## config.mk

```make
export PLATFORM = sky130hd
export DESIGN_NAME = fetch_queue
export DESIGN_NICKNAME = d
export VERILOG_FILES = /design/src/rtl/fetch_queue.sv
export SDC_FILE = /design/constraint.sdc
export NUM_CORES = 1
export LEC_CHECK = 0
export ABC_AREA = 1
export ABC_CLOCK_PERIOD_IN_PS = 8500
export CORE_ASPECT_RATIO = 0.5
export CORE_MARGIN = 3
export CORE_UTILIZATION = 45
export CTS_BUF_LIST = sky130_fd_sc_hd__clkbuf_4 sky130_fd_sc_hd__clkbuf_8 sky130_fd_sc_hd__clkbuf_16
export DETAILED_ROUTE_END_ITERATION = 10
export GPL_ROUTABILITY_DRIVEN = 0
export GPL_TIMING_DRIVEN = 0
export PLACE_DENSITY = 0.71
export SLEW_MARGIN = 5
export SYNTH_ARGS = -nofsm -noshare
export SYNTH_HDL_FRONTEND = slang
export SYNTH_SLANG_ARGS = --single-unit
```

## constraint.sdc

```tcl
create_clock -name clk -period 8.5 [get_ports clk]
set_input_delay 2.125 -clock clk [delete_from_list [all_inputs] [get_ports clk]]
set_output_delay 2.125 -clock clk [all_outputs]
set_load 0.05 [all_outputs]
```

## src/rtl/fetch_queue.sv

```systemverilog
// fetch_queue: in-order decoupling FIFO between instruction fetch and decode
module fetch_queue #(
    parameter int DEPTH = 4,
    parameter int CW    = 3
) (
    input  logic          clk,
    input  logic          reset,
    input  logic          fetchValid,
    input  logic [31:0]   fetchPc,
    input  logic [31:0]   fetchInstruction,
    output logic          pcStall,
    input  logic          flush,
    input  logic          decodeReady,
    output logic          decodeValid,
    output logic [31:0]   decodePc,
    output logic [31:0]   decodeInstruction,
    output logic [CW-1:0] count
);
    localparam int AW = $clog2(DEPTH);
    logic [63:0]   mem_q [DEPTH];
    logic [63:0]   mem_d [DEPTH];
    logic [AW-1:0] rd_ptr_q, rd_ptr_d;
    logic [AW-1:0] wr_ptr_q, wr_ptr_d;
    logic [CW-1:0] count_q, count_d;
    logic          full, enq, deq;
    // Handshake qualifiers and head presentation; flush hides the head and releases the stall
    always_comb begin
        full = count_q == CW'(DEPTH);
        pcStall = full && !flush;
        decodeValid = (count_q != '0) && !flush;
        enq = fetchValid && !full && !flush;
        deq = decodeValid && decodeReady;
        {decodePc, decodeInstruction} = mem_q[rd_ptr_q];
        count = count_q;
    end
    // Next state: pointers wrap naturally, flush empties the queue in one edge
    always_comb begin
        mem_d = mem_q;
        if (enq) mem_d[wr_ptr_q] = {fetchPc, fetchInstruction};
        wr_ptr_d = flush ? '0 : wr_ptr_q + AW'(enq);
        rd_ptr_d = flush ? '0 : rd_ptr_q + AW'(deq);
        count_d = flush ? '0 : count_q + CW'(enq) - CW'(deq);
    end
    // Control state with synchronous reset
    always_ff @(posedge clk) begin
        if (reset) begin
            rd_ptr_q <= '0;
            wr_ptr_q <= '0;
            count_q <= '0;
        end else begin
            rd_ptr_q <= rd_ptr_d;
            wr_ptr_q <= wr_ptr_d;
            count_q <= count_d;
        end
    end
    // Entry storage needs no reset; only slots below count are ever presented
    always_ff @(posedge clk) begin
        mem_q <= mem_d;
    end
endmodule

```

==> results by group <==
Synth
  • Syn nets: ~740
  • Mean post-synth cell area: 14.7 µm²
  • Post-synthesis mux area share: 0%
  • Post-synthesis xor/xnor area fraction: less than 1%
  • Yosys top cell by area: edfxtp_1
  • Cell with the most instances after synthesis: edfxtp_1
  • Compound-Gate Fraction of Synth Area: between 10% and 20%
  • Leading cell types by count after synthesis: edfxtp_1, nor2_1, o21ai_0
  • Netlist Area Pre-Place: roughly 9900 µm²
  • Number of flops mapped to enable cells by yosys: 256
  • Synth unique cells: 25
  • Adder-cell share of the synthesized area: less than 1%
  • Synth top area cells: edfxtp_1, nor2_1, o21ai_0
  • Post-Synth Simple-Gate Area: under 10%
  • Sequential share of the synthesized area: 79.3%
  • Largest family of logic cells by synthesized area: compound AO/OA/AOI/OAI gates
  • Post-Syn Instances: about 670
  • Ys async rst share: 0%
  • Yosys top cell area share: around 78%
  • #FFs+latches synth: between 200 and 300
  • Ys Warns: 0
  • Most used DFF post-synth: edfxtp_1

Critical path
  • CP Buf/Inv Count: 2
  • Crit path max fanout: 4
  • Most frequent CP cell: clkdlybuf4s50_1
  • CP endpoint kind: primary output
  • CP arrival: between 3 and 4 ns
  • Critical path launch point type: input port
  • Critical path's largest stage delay: slightly above 0.8 ns
  • Cell Chain, Critical Path: clkdlybuf4s50_1 -> a21oi_1 -> clkdlybuf4s50_1
  • Crit Path Class: input port to primary output
  • Crit-path slowest cell: clkdlybuf4s50_1
  • Worst Path Required: about 6.4 ns
  • Worst path top cell family by delay: buffers and inverters

STA
  • RSZ-0062 raised after global routing: no
  • Setup WS post-layout: about 2.8 ns
  • Final TNS setup: 0 ns
  • WHS: between 0.6 and 0.7 ns
  • Final period util: 67.3%
  • Final hold violation count: 0
  • Max Freq: 175 MHz
  • Final setup fails: 0
  • Final Max Slew Viols: 0
  • Slew of the pin with the lowest slew margin: about 0.96 ns
  • Slew Limit Headroom: 35.8%
  • Worst Clk Skew: between 0.015 and 0.02 ns
  • Final min period: ~5.7 ns

Clock tree
  • Htree depth: 1
  • CTS Sinks: 263
  • Cts hold-fix bufs: 0
  • Clock root cell: clkbuf_16
  • Clk pin slew, worst setup/hold paths: ~0.070 ns
  • CTS tree: done
  • Clk_lat worst skew: roughly 0.52 ns
  • Post-cts sizing count: 0
  • TritonCTS Buffers: 23
  • Postcts setup bufs: 0
  • Bufs on Longest Clock Path: 3

Route
  • Via-per-instance ratio: 5.28
  • Routed wire length: ~23,000 µm
  • Remaining DRCs: 0
  • DR vias: approximately 6.2k
  • Routed length per instance: slightly below 20 µm
  • DRT antenna net count: 0
  • Detailed Route Iter0 Violations: 467
  • DRT Pass-1 Iters: 5

Placed design
  • Place WS: around 2.8 ns
  • DP HPWL: approximately 15,000 µm
  • Number of buffers added on ports: 137

Final layout
  • Area growth, synth to finish: 27.8%
  • Fraction of layout cells with a size suffix above 1: 10.8%
  • Register area: around 7800 µm²
  • Fillers: between 1.5k and 2k
  • Final Net Count: approximately 930
  • Area of the multi-input gates: around 1700 µm²
  • # diodes: 0

GRT
  • Initial antenna violation count: 0
  • First-pass GRT wire length: 35,600 µm
  • All-Layer GR Usage: 18.9%
  • Vias in the first global route: 6,256
  • GR Overflow Total: 0
  • Pin count of the biggest net entering global routing: 17

Power and ir drop
  • Peak supply drop: 166 µV
  • Lkg Pwr: roughly 4.3 nW
  • Sequential share of power: 54.3%
  • Pwr Total: 2.67 mW
  • Combinational share of power: ~7%
  • Pwr/cell area: 211 nW/µm²
  • Clk pwr share: about two fifths
  • Net load switching power: 0.566 mW
  • Switching Fraction: between 20% and 30%
  • P_int: ~2.1 mW

Floorplan
  • I/O pin count: between 100 and 150
  • Core Region: between 20,000 and 25,000 µm²
  • Die height: ~110 µm
  • Starting density of the core: a little under half
  • Floorplan row count: 37
  • Chip width: 215 µm
  • Full die area: between 20,000 and 25,000 µm²

Worst hold path
  • HP Class: register to register

Job
  • Max-cap violations: 0

Status
  • Run status: finished, final reports clean
## per-layer routing
layer	share of wire, %	track usage (%)	wire [µm]	vias up
li1	-	-	-	2908
met1	44	25.9	10200	3088
met2	49	32.1	11200	141
met3	4.6	3.23	1060	41
met4	2.2	4.62	511	0
met5	0	0	0	-
## tightest hold or removal path, cell delays in order (launching register included)
cell and delay, ns:
dfxtp_1 0.38, xor2_1 0.10, nand2_1 0.06, a21oi_1 0.05
## final timing paths
kind | from | to | slack (ns) | cells past startpoint
setup reg to reg | count[1] | mem_q[23] | 5.81 | 7
hold reg to reg | count[2] | count[2] | 0.63 | 3
setup / recovery | flush | decodeValid | 2.78 | 3
hold / removal | count[2] | count[2] | 0.63 | 3
## placed cells by master (no fill, tap or decap), drive strengths merged, types with 7 or more instances in the layout
master	n
buf	52
edfxtp	256
o21ai	128
o22ai	64
nand2	7
clkdlybuf4s50	137
clkinv	9
clkbuf	46
inv	13
nor2	134
dfxtp	7
## logic make-up after synthesis
| family | Yosys count |
|---|---|
| AO/OA/AOI/OAI | 197 |
| flip-flops | 263 |
| XOR/XNOR | 1 |
| adder cells (fa/ha/maj) | 3 |
| buffers and inverters | 55 |
| AND/OR/NAND/NOR | 153 |
## metrics by stage
step                      util [%]  cells  instance area, µm²
final                         60.0   1170               12600
after global routing          60.0   1170               12600
after CTS                     60.0   1170               12600
after detailed placement      56.4   1128               11900
after global placement        55.2   1101               11600
after floorplan                  -    672                9870
## power by group through the flow
stage               Clock, mW  Sequential [mW]  Combinational (mW)
finish                   1.03             1.45               0.187
global route             1.11             1.45               0.197
CTS                      1.04             1.45               0.188
detailed placement          0             1.48               0.187
global placement            0             1.48               0.179
floorplan                   0             1.48              0.0900
## flip-flops by register name, summed over array words and instances, names as in the netlist
signal    cells
rd_ptr_q      2
mem_q       256
wr_ptr_q      2
count         3
## area by class of cell
class	count	share of cell area, %
Multi-Input combinational cell	354	13.8
Clock inverter	14	0.963
Buffer	43	2.18
Sequential cell	263	62.1
Inverter	12	0.377
Clock buffer	28	4.96
Tap cell	292	2.90
Timing Repair Buffer	164	12.8
(Power assumes the default switching activity.)
